--- config.mk ---
export PLATFORM = sky130hd
export DESIGN_NAME = regfile_param
export DESIGN_NICKNAME = d
export VERILOG_FILES = /design/src/rtl/regfile_pkg.sv /design/src/rtl/regfile_dump_ctrl.sv /design/src/rtl/regfile_param.sv
export SDC_FILE = /design/constraint.sdc
export NUM_CORES = 2
export LEC_CHECK = 0
export CORE_ASPECT_RATIO = 0.5
export CORE_UTILIZATION = 38
export DETAILED_ROUTE_END_ITERATION = 12
export GPL_TIMING_DRIVEN = 0
export PLACE_DENSITY_LB_ADDON = 0.08
export SYNTH_ARGS = -nofsm -noshare
export SYNTH_HDL_FRONTEND = slang
export SYNTH_HIERARCHICAL = 1
export SYNTH_SLANG_ARGS = --single-unit
--- constraint.sdc ---
create_clock -name clk -period 64.4 [get_ports clk]
set_input_delay 12.88 -clock clk [delete_from_list [all_inputs] [get_ports clk]]
set_output_delay 12.88 -clock clk [all_outputs]
set_load 0.005 [all_outputs]
--- src/rtl/regfile_pkg.sv ---
// Purpose: shared defaults and dump FSM encoding for the parametrised register file.
// Latency: n/a (types and constants only).
// Backpressure: n/a.
package regfile_pkg;

    localparam int RF_DATA_W = 32;
    localparam int RF_ADDR_W = 5;
    localparam int RF_NREGS  = 32;

    typedef enum logic {
        DUMP_IDLE = 1'b0,
        DUMP_SEND = 1'b1
    } dump_state_t;

endpackage

--- src/rtl/regfile_dump_ctrl.sv ---
// Purpose: debug dump sequencer; walks register indices 0..NREGS-1 and holds each word.
// Latency: first word valid one cycle after dump_start; then one word per accepted handshake.
// Backpressure: the held word (data/addr/last) stays frozen while o_valid=1 and i_ready=0.
module regfile_dump_ctrl
    import regfile_pkg::*;
#(
    parameter int DATA_W = RF_DATA_W,
    parameter int ADDR_W = RF_ADDR_W,
    parameter int NREGS  = RF_NREGS
) (
    input  logic              clk,
    input  logic              rst,
    input  logic              i_start,
    input  logic              i_ready,
    input  logic [DATA_W-1:0] i_rd_val,
    output logic [ADDR_W-1:0] o_rd_idx,
    output logic              o_valid,
    output logic [ADDR_W-1:0] o_addr,
    output logic [DATA_W-1:0] o_data,
    output logic              o_last,
    output logic              o_busy
);

    localparam logic [ADDR_W-1:0] LAST_IDX = ADDR_W'(NREGS - 1);

    dump_state_t       r_state;
    logic [ADDR_W-1:0] r_idx;
    logic [DATA_W-1:0] r_data;
    logic              r_valid;
    logic              r_last;
    logic              r_busy;
    logic [ADDR_W-1:0] w_next_idx;
    logic              w_hs;

    assign w_next_idx = r_idx + 1'b1;
    assign w_hs       = r_valid & i_ready;

    // Index the top level must read this cycle: 0 when starting, else the next word.
    always_comb begin
        o_rd_idx = '0;
        if (r_state == DUMP_SEND) begin
            o_rd_idx = w_next_idx;
        end
    end

    // Dump FSM: capture a word on start or on each accepted handshake, stop after the last.
    always_ff @(posedge clk or posedge rst) begin
        if (rst) begin
            r_state <= DUMP_IDLE;
            r_idx   <= '0;
            r_data  <= '0;
            r_valid <= 1'b0;
            r_last  <= 1'b0;
            r_busy  <= 1'b0;
        end else begin
            case (r_state)
                DUMP_IDLE: begin
                    if (i_start) begin
                        r_idx   <= '0;
                        r_data  <= i_rd_val;
                        r_valid <= 1'b1;
                        r_busy  <= 1'b1;
                        r_last  <= (LAST_IDX == '0);
                        r_state <= DUMP_SEND;
                    end
                end
                DUMP_SEND: begin
                    if (w_hs) begin
                        if (r_idx == LAST_IDX) begin
                            r_valid <= 1'b0;
                            r_busy  <= 1'b0;
                            r_last  <= 1'b0;
                            r_state <= DUMP_IDLE;
                        end else begin
                            r_idx  <= w_next_idx;
                            r_data <= i_rd_val;
                            r_last <= (w_next_idx == LAST_IDX);
                        end
                    end
                end
                default: r_state <= DUMP_IDLE;
            endcase
        end
    end

    assign o_valid = r_valid;
    assign o_addr  = r_idx;
    assign o_data  = r_data;
    assign o_last  = r_last;
    assign o_busy  = r_busy;

endmodule

--- src/rtl/regfile_param.sv ---
// Purpose: 2-read/1-write register file with write bypass, stall hold and a debug dump stream.
// Latency: reads registered, 1 cycle; dump words one per cycle when the consumer is always ready.
// Backpressure: dump stream stalls on i_dump_ready=0; pipeline reads/writes are never blocked.
module regfile_param
    import regfile_pkg::*;
#(
    parameter int DATA_W   = RF_DATA_W,
    parameter int ADDR_W   = RF_ADDR_W,
    parameter int NREGS    = RF_NREGS,
    parameter int ZERO_REG = 1,
    parameter int BYPASS   = 1
) (
    input  logic              clk,
    input  logic              rst,
    input  logic              i_we,
    input  logic [ADDR_W-1:0] i_waddr,
    input  logic [DATA_W-1:0] i_wdata,
    input  logic [ADDR_W-1:0] i_raddr1,
    input  logic [ADDR_W-1:0] i_raddr2,
    input  logic              i_stall,
    output logic [DATA_W-1:0] o_rdata1,
    output logic [DATA_W-1:0] o_rdata2,
    input  logic              i_dump_start,
    input  logic              i_dump_ready,
    output logic              o_dump_valid,
    output logic [ADDR_W-1:0] o_dump_addr,
    output logic [DATA_W-1:0] o_dump_data,
    output logic              o_dump_last,
    output logic              o_dump_busy
);

    localparam logic [ADDR_W:0] NREGS_W = (ADDR_W + 1)'(NREGS);

    logic [DATA_W-1:0] r_regs [NREGS];
    logic [DATA_W-1:0] r_rdata1;
    logic [DATA_W-1:0] r_rdata2;

    logic              w_wr_ok;
    logic [ADDR_W-1:0] w_dump_idx;
    logic [DATA_W-1:0] w_rval1;
    logic [DATA_W-1:0] w_rval2;
    logic [DATA_W-1:0] w_dval;

    // Address is backed by real storage (in range and not the hard-wired zero register).
    function automatic logic f_addr_ok(input logic [ADDR_W-1:0] a);
        return ({1'b0, a} < NREGS_W) && !((ZERO_REG != 0) && (a == '0));
    endfunction

    // Architectural read value including same-cycle forwarding of an accepted write.
    function automatic logic [DATA_W-1:0] f_value(
        input logic [ADDR_W-1:0] a,
        input logic [DATA_W-1:0] stored,
        input logic              wr_ok,
        input logic [ADDR_W-1:0] wa,
        input logic [DATA_W-1:0] wd
    );
        logic [DATA_W-1:0] v;
        v = '0;
        if (f_addr_ok(a)) begin
            if ((BYPASS != 0) && wr_ok && (wa == a)) begin
                v = wd;
            end else begin
                v = stored;
            end
        end
        return v;
    endfunction

    assign w_wr_ok = i_we && f_addr_ok(i_waddr);

    // Three independent read muxes: two pipeline ports and the dump engine.
    always_comb begin
        w_rval1 = f_value(i_raddr1, r_regs[i_raddr1], w_wr_ok, i_waddr, i_wdata);
        w_rval2 = f_value(i_raddr2, r_regs[i_raddr2], w_wr_ok, i_waddr, i_wdata);
        w_dval  = f_value(w_dump_idx, r_regs[w_dump_idx], w_wr_ok, i_waddr, i_wdata);
    end

    // Storage array; dropped writes (out of range or zero register) leave it untouched.
    always_ff @(posedge clk or posedge rst) begin
        if (rst) begin
            for (int i = 0; i < NREGS; i++) begin
                r_regs[i] <= '0;
            end
        end else if (w_wr_ok) begin
            r_regs[i_waddr] <= i_wdata;
        end
    end

    // Registered read ports, frozen while the pipeline is stalled.
    always_ff @(posedge clk or posedge rst) begin
        if (rst) begin
            r_rdata1 <= '0;
            r_rdata2 <= '0;
        end else if (!i_stall) begin
            r_rdata1 <= w_rval1;
            r_rdata2 <= w_rval2;
        end
    end

    assign o_rdata1 = r_rdata1;
    assign o_rdata2 = r_rdata2;

    regfile_dump_ctrl #(
        .DATA_W (DATA_W),
        .ADDR_W (ADDR_W),
        .NREGS  (NREGS)
    ) u_dump (
        .clk      (clk),
        .rst      (rst),
        .i_start  (i_dump_start),
        .i_ready  (i_dump_ready),
        .i_rd_val (w_dval),
        .o_rd_idx (w_dump_idx),
        .o_valid  (o_dump_valid),
        .o_addr   (o_dump_addr),
        .o_data   (o_dump_data),
        .o_last   (o_dump_last),
        .o_busy   (o_dump_busy)
    );

endmodule

==> results by group <==
Status
  • Status: finished, violations left
  • Violated checks: capacitance limit, slew limit

Power
  • LEAKAGE: 0.0318 uW
  • Net Sw Power: 1200 uW
  • Share of power burned in registers: 33.2%
  • Switching part of the total power: 40.5%
  • PD cells: 38.7 nW/um^2
  • Peak supply drop: 25.6 uV
  • Clock share of power: 24.5%
  • Tot Pwr: 2960 uW
  • Combinational Power Share: 42.3%
  • P_int: 1760 uW

Yosys
  • Total number of yosys warnings: 6
  • Number of synthesized flops with an enable pin: 0
  • Syn Nets: 4611
  • Sequential-to-total area share from yosys stat: 41.8%
  • Leading area contributor after synthesis: dfrtp_1
  • Synth top area cells: dfrtp_1 (42%), mux4_2 (27%), mux2_2 (17%)
  • Most used DFF post-synth: dfrtp_1
  • Mapped cell area: 67500 sq um
  • Synth cell count leaders: dfrtp_1 (1128), mux2_2 (1036), mux4_2 (802)
  • FFs w/ async S/R, synth: 100%
  • Mapped Avg Cell Area: 14.8 sq um
  • Area share of the largest cell type after synthesis: 41.8%
  • Most common cell in the netlist: dfrtp_1
  • Yosys cell types: 61
  • Synthesized instance count: 4555
  • Flops & latches, synth: 1128

Layout
  • Final #Nets: 4893
  • Layout area overhead: 13.1%
  • Fraction of layout cells with a size suffix above 1: 47.6%
  • Fillers: 15900
  • Post-Layout Cell Count: 7310

Route
  • First-pass iteration count of the detailed router: 8
  • Vias: 50900
  • # DRC: 0
  • Starting DRT DRC Count: 7867
  • ANT nets after route: 0
  • WL/cell: 46.4 microns
  • WL final: 340 mm
  • Avg Vias per Cell: 6.96

Die
  • Initial Utilization: 38.6%
  • Row count: 108
  • I/O Pins: 157
  • Die Ht: 300 microns
  • Die area: 179000 sq um
  • Die Width: 598 microns
  • Core ar.: 175000 sq um

CTS
  • Clock Latency Late Sink: 0.78 ns
  • Clock slew at reported path FFs: 0.07 ns
  • Inserted Clock Buffers: 113
  • CTS Root Cell: clkbuf_16
  • CTS resizes: 0
  • H-tree levels: 3
  • TritonCTS clock tree: built
  • Postcts setup bufs: 0
  • Hold_buf cts: 0
  • Clk sinks: 1128
  • Maximum number of buffers from clock root to sink: 3

Setup path
  • Crit-path cells: clkdlybuf4s50_1 -> buf_2 -> xnor2_1 -> nand4_1 -> nor3_2 -> clkbuf_1 -> nand2_1 -> o21ai_1 -> mux2_2
  • Worst stage delay on the critical path: 1.22 ns
  • Critical Path Start: i_waddr[2]
  • Slowest stage cell, crit path: clkbuf_1
  • CP Capture Type: flop
  • CP startpoint kind: input pin
  • Reg-to-reg startpoint: u_dump/o_addr[0]
  • Critical Path RT: 65.12 ns
  • Worst Path Buf+Inv: 3
  • FF-to-FF setup slack: 58.23 ns
  • Largest delay contributor family on the critical path: buffers and inverters
  • Crit path kind: in -> reg
  • Crit Path Max Fanout: 10
  • WP data arrival: 17.30 ns

Placed design
  • Placed cell count: 7085
  • Dpl ws: 47.35 ns
  • GPL Wtd Cong: 0.997
  • DP HPWL: 244 mm
  • IO Port Bufs: 147

Timing
  • Least-Margin Pin Slew: 1.69 ns
  • Max_slew headroom: -12.6%
  • Sum Neg Setup Slack: 0 ns
  • # setup viols final: 0
  • Final period utilization: 25.7%
  • Fmax: 60.3 MHz
  • Final hold violation count: 0
  • Min Tclk post-route: 16.58 ns
  • RSZ-0062 raised after global routing: no
  • Final worst slack: 47.82 ns
  • Clock Skew: 0.0335 ns
  • Slew Limit Fails: 76

Global routing
  • Initial antenna violation count: 20
  • First-pass GRT wire length: 455 mm
  • Tot GR Track Use: 37.8%
  • Largest net degree at the start of global routing: 129
  • Grt total ovfl: 0
  • Vias in the first global route: 50500

Min path
  • Type of the tightest min-delay check: reg -> reg
  • Hold path startpoint: r_regs[1016]

Run
  • Max Cap Viol: 9
## through the flow
stage               utilization, %  hold WS, ns  instance area [sq um]
finish                        43.6        0.508                  76300
global route                  43.6        0.521                  76300
detailed placement            41.4        0.487                  72400
CTS                           43.6        0.502                  76200
floorplan                        -        0.458                  67500
global placement              41.1        0.471                  71900
## logic make-up after synthesis
kind of cell               count (synthesis)  synth area share [%]
and+or+nand+nor                          568                  3.69
AOI/OAI and AO/OA                        257                  2.94
DFF                                     1128                  41.8
buffers and inverters                    539                  3.84
muxes                                   2043                  47.4
adders and majority gates                  3                0.0557
xor gates and xnor gates                  17                 0.221
## final timing paths
check                                    end  depth (start not counted)
setup reg to reg           u_dump/o_data[17]                         12
max in group asynchronous        r_regs[169]                          5
min in group asynchronous        r_regs[603]                          2
setup / recovery           u_dump/o_data[14]                          9
hold reg to reg                 r_regs[1016]                          1
hold / removal                  r_regs[1016]                          1
## power by group through the flow
stage          registers [uW]  logic, uW  clock network (uW)
3_5_place_dp              988       1200                   0
4_1_cts                   976       1200                 727
2_1_floorplan             939        699                   0
5_1_grt                   999       1260                 757
3_3_place_gp              980       1190                   0
6_report                  983       1250                 724
## sequential cells by signal, indices dropped and copies added, names as in the netlist
signal,count
r_regs,1024
o_rdata1,32
o_rdata2,32
u_dump/o_data,32
u_dump/o_addr,5
u_dump/o_busy,1
u_dump/o_last,1
u_dump/r_state,1
## area by class of cell
cell class	count	area (sq um)	share of cell area (%)
Multi-Input combinational cell	2888	36600	48.0
Sequential cell	1128	28200	37.0
Clock buffer	155	3230	4.23
Tap cell	2365	2960	3.88
Buffer	529	2610	3.42
Timing Repair Buffer	167	1920	2.52
Clock inverter	58	652	0.854
Inverter	10	47.5	0.0623
Antenna cell	10	25.0	0.0328
## layout by cell type (no fill, tap or decap), types with 6 or more instances in the layout
master / n
o21ai_0: 11
xor2_1: 13
clkbuf_16: 113
buf_2: 161
nand2_1: 325
a22oi_1: 73
diode_2: 10
inv_1: 6
buf_6: 20
clkdlybuf4s50_1: 147
o22ai_1: 6
mux2i_1: 141
inv_6: 6
buf_16: 12
clkbuf_2: 29
a21oi_1: 10
nand2b_1: 8
nor3_1: 18
clkbuf_1: 223
nor2b_1: 6
a32oi_1: 22
mux2_1: 34
clkbuf_8: 24
mux2_2: 1036
dfrtp_1: 1128
nor2_1: 28
mux2_4: 30
buf_4: 38
buf_8: 9
mux4_2: 802
o211ai_1: 72
buf_1: 70
bufinv_16: 12
nand3_1: 150
clkinv_2: 32
a221oi_1: 20
## routing by layer
metal	up-vias	track usage (%)	share of wire, %
met2	3692	52.8	41
met3	816	13.7	13
met5	-	0.392	0.095
li1	18400	-	-
met4	26	19.3	5.9
met1	27900	51.5	40
Note: power is estimated with default switching activity, not from simulation.
